## config.mk

```make
export PLATFORM = sky130hd
export DESIGN_NAME = bit_serial_adder_flat
export DESIGN_NICKNAME = d
export VERILOG_FILES = /design/src/rtl/bsa_pkg.sv /design/src/rtl/bsa_if.sv /design/src/rtl/full_adder_cell.sv /design/src/rtl/bit_serial_adder.sv /design/src/flat_wrapper.sv
export SDC_FILE = /design/constraint.sdc
export NUM_CORES = 1
export LEC_CHECK = 0
export ABC_AREA = 1
export ABC_CLOCK_PERIOD_IN_PS = 2090
export CAP_MARGIN = 20
export CORE_ASPECT_RATIO = 0.6
export CORE_MARGIN = 2
export CORE_UTILIZATION = 54
export DETAILED_ROUTE_END_ITERATION = 12
export PLACE_DENSITY = 0.92
export SYNTH_ARGS = -nofsm -noshare
export SYNTH_HDL_FRONTEND = slang
export SYNTH_SLANG_ARGS = --single-unit
export TNS_END_PERCENT = 20
```

## constraint.sdc

```tcl
create_clock -name clk -period 2.09 [get_ports clk]
set_input_delay 0.3135 -clock clk [delete_from_list [all_inputs] [get_ports clk]]
set_output_delay 0.3135 -clock clk [all_outputs]
set_load 0.02 [all_outputs]
```

## src/rtl/bsa_pkg.sv

```systemverilog
// Shared types for the bit-serial add/subtract unit.
package bsa_pkg;

  typedef enum logic [1:0] {
    IDLE = 2'd0,
    RUN  = 2'd1,
    DONE = 2'd2
  } bsa_state_t;

endpackage

```

## src/rtl/bsa_if.sv

```systemverilog
// Operand and result handshakes of the bit-serial adder, bundled for port lists.
interface bsa_if #(
  parameter int WIDTH = 8
);

  logic             in_valid;
  logic             in_ready;
  logic [WIDTH-1:0] a;
  logic [WIDTH-1:0] b;
  logic             sub;
  logic             out_valid;
  logic             out_ready;
  logic [WIDTH-1:0] sum;
  logic             cout;
  logic             ovf;

  modport master (
    output in_valid, a, b, sub, out_ready,
    input  in_ready, out_valid, sum, cout, ovf
  );

  modport slave (
    input  in_valid, a, b, sub, out_ready,
    output in_ready, out_valid, sum, cout, ovf
  );

endinterface

```

## src/rtl/full_adder_cell.sv

```systemverilog
// Single-bit three-input adder; the only arithmetic in the bit-serial datapath.
module full_adder_cell (
  input  logic i_a,
  input  logic i_b,
  input  logic i_cin,
  output logic o_s,
  output logic o_cout
);

  assign o_s    = i_a ^ i_b ^ i_cin;
  assign o_cout = (i_a & i_b) | (i_a & i_cin) | (i_b & i_cin);

endmodule

```

## src/rtl/bit_serial_adder.sv

```systemverilog
// WIDTH-bit add/subtract that pushes one bit per cycle, LSB first, through one
// full-adder cell, with valid/ready handshakes on both operand and result sides.
module bit_serial_adder
  import bsa_pkg::*;
#(
  parameter int WIDTH = 8
) (
  input  logic clk,
  input  logic rst,
  bsa_if.slave bus
);

  localparam int CNT_W = (WIDTH > 2) ? $clog2(WIDTH) : 1;
  localparam logic [CNT_W-1:0] LAST_BIT = CNT_W'(WIDTH - 1);
  localparam logic [CNT_W-1:0] MSB_M1   = CNT_W'(WIDTH - 2);

  generate
    if (WIDTH < 2) begin : g_width_check
      $error("bit_serial_adder: WIDTH must be >= 2");
    end
  endgenerate

  bsa_state_t       r_state;
  bsa_state_t       w_next_state;
  logic [WIDTH-1:0] r_opa;
  logic [WIDTH-1:0] r_opb;
  logic [WIDTH-1:0] r_sum;
  logic [CNT_W-1:0] r_cnt;
  logic             r_carry;
  logic             r_c_msb_in;
  logic             r_cout;
  logic             r_ovf;

  logic w_s;
  logic w_co;
  logic w_in_ready;
  logic w_out_valid;
  logic w_last;

  full_adder_cell u_fa (
    .i_a    (r_opa[0]),
    .i_b    (r_opb[0]),
    .i_cin  (r_carry),
    .o_s    (w_s),
    .o_cout (w_co)
  );

  assign w_last = (r_cnt == LAST_BIT);

  always_comb begin
    w_next_state = r_state;
    w_in_ready   = 1'b0;
    w_out_valid  = 1'b0;
    unique case (r_state)
      IDLE: begin
        w_in_ready = 1'b1;
        if (bus.in_valid) w_next_state = RUN;
      end
      RUN: begin
        if (w_last) w_next_state = DONE;
      end
      DONE: begin
        w_out_valid = 1'b1;
        if (bus.out_ready) w_next_state = IDLE;
      end
      default: w_next_state = IDLE;
    endcase
  end

  always_ff @(posedge clk) begin
    if (rst) begin
      r_state    <= IDLE;
      r_opa      <= '0;
      r_opb      <= '0;
      r_sum      <= '0;
      r_cnt      <= '0;
      r_carry    <= 1'b0;
      r_c_msb_in <= 1'b0;
      r_cout     <= 1'b0;
      r_ovf      <= 1'b0;
    end else begin
      r_state <= w_next_state;
      unique case (r_state)
        IDLE: begin
          if (bus.in_valid) begin
            // Subtraction is a + ~b + 1: the +1 enters as the initial carry.
            r_opa   <= bus.a;
            r_opb   <= bus.sub ? ~bus.b : bus.b;
            r_carry <= bus.sub;
            r_cnt   <= '0;
          end
        end
        RUN: begin
          r_sum   <= {w_s, r_sum[WIDTH-1:1]};
          r_opa   <= r_opa >> 1;
          r_opb   <= r_opb >> 1;
          r_carry <= w_co;
          // Carry produced by bit WIDTH-2 is the carry into the MSB.
          if (r_cnt == MSB_M1) r_c_msb_in <= w_co;
          if (w_last) begin
            r_cout <= w_co;
            r_ovf  <= r_c_msb_in ^ w_co;
          end else begin
            r_cnt <= r_cnt + 1'b1;
          end
        end
        default: ;
      endcase
    end
  end

  assign bus.in_ready  = w_in_ready;
  assign bus.out_valid = w_out_valid;
  assign bus.sum       = r_sum;
  assign bus.cout      = r_cout;
  assign bus.ovf       = r_ovf;

endmodule

```

## src/flat_wrapper.sv

```systemverilog
// flat-port wrapper written by rule: the top's interface ports become plain ports
module bit_serial_adder_flat import bsa_pkg::*;
#(
  parameter int WIDTH = 8
)
  (clk, rst, bus_in_valid, bus_a, bus_b, bus_sub, bus_out_ready, bus_in_ready, bus_out_valid, bus_sum, bus_cout, bus_ovf);
  bsa_if #(.WIDTH(WIDTH)) bus_i ();
  input  logic clk;
  input  logic rst;
  input wire logic [$bits(bus_i.in_valid)-1:0] bus_in_valid;
  input wire logic [$bits(bus_i.a)-1:0] bus_a;
  input wire logic [$bits(bus_i.b)-1:0] bus_b;
  input wire logic [$bits(bus_i.sub)-1:0] bus_sub;
  input wire logic [$bits(bus_i.out_ready)-1:0] bus_out_ready;
  output wire logic [$bits(bus_i.in_ready)-1:0] bus_in_ready;
  output wire logic [$bits(bus_i.out_valid)-1:0] bus_out_valid;
  output wire logic [$bits(bus_i.sum)-1:0] bus_sum;
  output wire logic [$bits(bus_i.cout)-1:0] bus_cout;
  output wire logic [$bits(bus_i.ovf)-1:0] bus_ovf;
  assign bus_i.in_valid = bus_in_valid;
  assign bus_i.a = bus_a;
  assign bus_i.b = bus_b;
  assign bus_i.sub = bus_sub;
  assign bus_i.out_ready = bus_out_ready;
  assign bus_in_ready = bus_i.in_ready;
  assign bus_out_valid = bus_i.out_valid;
  assign bus_sum = bus_i.sum;
  assign bus_cout = bus_i.cout;
  assign bus_ovf = bus_i.ovf;
  bit_serial_adder #(.WIDTH(WIDTH)) u_core (.clk(clk), .rst(rst), .bus(bus_i));
endmodule
```

==> results <==
- The post-synthesis compound-gate area fraction is 0.1081.
- The path type of the worst setup path is register to primary output.
- The most common cell after layout, fill and taps aside is sky130_fd_sc_hd__nand2_1.
- The number of flops mapped to enable cells by yosys is 0.
- Clock tree synthesis inserted a total of 5 buffers.
- The post-synthesis mux area share is 0.
- After synthesis, the netlist uses 20 different library cells.
- Synthesis produced a netlist with a net count of around 270.
- Headroom to the max-slew limit came out at 0.5576.
- At the end of routability-driven placement, the weighted congestion stood at 0.8045.
- Of the available clock period, the critical path in the final layout requires 0.9309.
- Of the total synthesized cell area, the portion taken by AND, OR, NAND and NOR gates is 0.3206.
- The number of setup violations in the final report is 0.
- The proportion of netlist area held by the largest area contributor is 0.4049.
- The post-DP HPWL is around 2500 um.
- The clock reaches the later pin of the worst-skew pair after 290 ps.
- By area, the combinational part of the netlist is dominated by simple AND/OR/NAND/NOR gates.
- The via count is 1584.
- The total chip power is 0.001634 W.
- Relative to the synthesized area, the layout overhead comes to 27.38%.
- TritonCTS built the clock tree.
- In this run the vertical extent of the chip is 46.58 um.
- The total of cells resized after clock tree synthesis is 0.
- For this design, the sink count on the clock tree is 33.
- Of the total synthesized cell area, the portion taken by full adders, half adders and majority gates is 0.03528.
- The number of setup buffers added after CTS is 0.
- Of the total synthesized cell area, the portion taken by XOR and XNOR cells is 0.01074.
- The data required time at the worst endpoint is 1780 ps.
- The async set or reset register ratio after synthesis is 0.
- The synthesized flop and latch total is 33.
- The total area inside the core boundary comes to roughly 2900 um^2.
- Adding up every negative setup slack in the final design gives 0 ps.
- The class of the most critical hold timing path is register to register.
- Of all nets on the critical path, the largest fanout is 11.
- Setup repair after global routing left no endpoint under its margin.
- The most instantiated flip-flop cell in the synthesis netlist is sky130_fd_sc_hd__dfxtp_1.
- The final critical path time including I/O delays and setup is 1946 ps.
- Averaged over all synthesized cells, the footprint is 6.579 um^2.
- Once detail routing completed, the nets flagged for antenna violations numbered 0.
- The clock tree skew after final layout is 7.624 ps.
- The register clock-pin slew on the reported worst setup and hold paths is around 60 ps.
- The share of the Yosys chip area taken by registers is 0.4049.
- The initial utilization of the core area, before any placement, comes to 0.5682.
- The signal arrival time at the worst endpoint is 1630 ps.
- The die is 74.96 um wide.
- The clock tree root buffer cell is sky130_fd_sc_hd__clkbuf_8.
- After detailed placement, the total cell area comes to roughly 2000 um^2.
- The max-slew violation total from the final report is 0.
- The maximum number of buffers from clock root to sink is 2.
- The endpoint of the lowest-slack register-to-register path is u_core.r_carry.
- The library cells used most frequently in the layout, excluding fill and tap cells, are sky130_fd_sc_hd__nand2_1 (75), sky130_fd_sc_hd__nor2_1 (40), sky130_fd_sc_hd__dfxtp_1 (33).
- Power spread over the standard cell area amounts to 786.4 nW/um^2.
- The mapped netlist covers 1632 um^2.
- The number of antenna cells inserted is 0.
- The actual slew at the worst max-slew pin is 662.8 ps.
- Yosys attributes the largest share of cell area to sky130_fd_sc_hd__dfxtp_1 (40%), sky130_fd_sc_hd__nand2_1 (17%), sky130_fd_sc_hd__nor2_1 (9.2%).
- For this run, the total global-route usage over all layers was measured as 0.2354.
- The critical path endpoint is bus_in_ready.
- The number of antenna violations at the first check in global routing is 0.
- The launching element of the worst setup path is u_core.r_state[0].
- The depth of the most critical reg-to-reg path is 5.
- Of the cells placed in the final design, the portion with a size suffix greater than 1 is 0.06406.
- The total length of routed wires is 3752 um.
- Entering global routing, the biggest net connects 25 pins.
- STA classifies the critical path startpoint as a register.
- For this design, the CTS-stage hold fixing added 0 buffers.
- With fillers left out, the area of the finished cells amounts to 2078 um^2.
- The per-cell routed wire length is 11.62 um.
- The number of warning messages in the yosys log is 0.
- For flop-to-flop paths, the worst setup slack is 360 ps.
- The run finished with clean final reports.
- The achievable clock frequency is between 500 and 600 MHz.
- The gate count after technology mapping is 248.
- IR analysis of the VDD net gives a maximum drop of 0.6099 mV.
- The residual overflow from global routing is 0.
- The worst setup slack before clock tree synthesis is 360.3 ps.
- The global-route wire length before repair is 6023 um.
- The number of vias per cell is slightly below 5.
- The number of buffers inserted by port buffering is 32.
- The hold violation count in the final report is 0.
- The tightest hold margin is 464.1 ps.
- The startpoint of the lowest-slack register-to-register path is u_core.r_state[0].
- The smallest setup slack after layout is 144.4 ps.
- The static power due to leakage is 0.9791 nW.
- The length of the first detailed-routing pass in iterations is 7.
- Summed over all instances, the cell type with the most area after synthesis is sky130_fd_sc_hd__dfxtp_1.
- The total number of H-tree levels is 2.
- The count of max-cap constraint violations is 0.
- The floorplan step defined a die boundary enclosing 3491 um^2.
- The count of routing violations after the opening detailed-route iteration is 78.
- After floorplanning, the core was divided into 15 placement rows.
- After detailed routing, the number of remaining DRC violations is 0.
- In this run the count of I/O pins placed on the die edge is 33.
- The via count of the first global-routing pass is approximately 1400.
- For this run, the post-layout net count is 305.
- STA classifies the critical path endpoint as a primary output.
==> how the worst min path moves through the flow <==
stage                               start               to  slack, ps  depth (start not counted)
after floorplan           u_core.r_opb[7]  u_core.r_opb[7]        440                          2
after global placement    u_core.r_opb[7]  u_core.r_opb[7]        450                          2
after detailed placement  u_core.r_opb[7]  u_core.r_opb[7]        460                          2
after CTS                 u_core.r_opb[7]  u_core.r_opb[7]        470                          2
after global routing      u_core.bus.cout  u_core.bus.cout        490                          2
final                     u_core.r_opb[7]  u_core.r_opb[7]        460                          2
==> registers in the layout, summed over array words and instances (netlist names) <==
| signal | flops |
|---|---|
| u_core.r_opa | 8 |
| u_core.bus.sum | 8 |
| u_core.r_opb | 8 |
| u_core.r_cnt | 3 |
| u_core.r_state | 2 |
| u_core.r_carry | 1 |
| u_core.r_c_msb_in | 1 |
| u_core.bus.cout | 1 |
| u_core.bus.ovf | 1 |
==> metrics by stage <==
stage,utilization,instances
global placement,0.6832,315
detailed placement,0.6832,315
CTS,0.7237,323
floorplan,-,248
global route,0.7237,323
finish,0.7237,323
==> logic make-up (layout without fill, tap and decap cells) <==
kind of cell    count (synthesis)  after routing
buf+inv                        44             77
fa+ha+maj                       4              4
xor+xnor                        2              2
flops                          33             33
simple gates                  132            132
compound gates                 33             33
==> cell type report <==
class | instances | area (um^2)
Clock buffer | 7 | 86.33
Fill cell | 251 | 793.3
Multi-Input combinational cell | 171 | 774.5
Clock inverter | 1 | 30.03
Timing Repair Buffer | 36 | 350.3
Inverter | 33 | 123.9
Tap cell | 42 | 52.55
Sequential cell | 33 | 660.6
==> critical path: stages, from the launching register on <==
cell and delay [ps]:
sky130_fd_sc_hd__dfxtp_1 640, sky130_fd_sc_hd__nor2_1 140, sky130_fd_sc_hd__clkdlybuf4s50_1 570
==> synthesized netlist by cell type, types with 2 or more instances <==
| cell type | count |
|---|---|
| sky130_fd_sc_hd__a21oi_1 | 15 |
| sky130_fd_sc_hd__and2_1 | 2 |
| sky130_fd_sc_hd__buf_2 | 7 |
| sky130_fd_sc_hd__buf_4 | 2 |
| sky130_fd_sc_hd__buf_6 | 2 |
| sky130_fd_sc_hd__dfxtp_1 | 33 |
| sky130_fd_sc_hd__ha_1 | 3 |
| sky130_fd_sc_hd__inv_1 | 30 |
| sky130_fd_sc_hd__inv_2 | 3 |
| sky130_fd_sc_hd__nand2_1 | 75 |
| sky130_fd_sc_hd__nand3_1 | 11 |
| sky130_fd_sc_hd__nor2_1 | 40 |
| sky130_fd_sc_hd__o21ai_0 | 17 |
| sky130_fd_sc_hd__xor2_1 | 2 |
==> routing by layer <==
layer,track usage,vias up,wire length [um]
li1,-,817,-
met1,0.2973,713,1718
met2,0.4000,45,1755
met3,0.06565,9,234
met4,0.06429,0,45
met5,0,-,0
==> report_power, final <==
part	total, W	switching, W	internal (W)
registers	0.000708	0.0000296	0.000678
logic	0.000306	0.000174	0.000132
clock network	0.000621	0.000232	0.000389
total	0.00163	0.000436	0.00120
(Power assumes the default switching activity.)
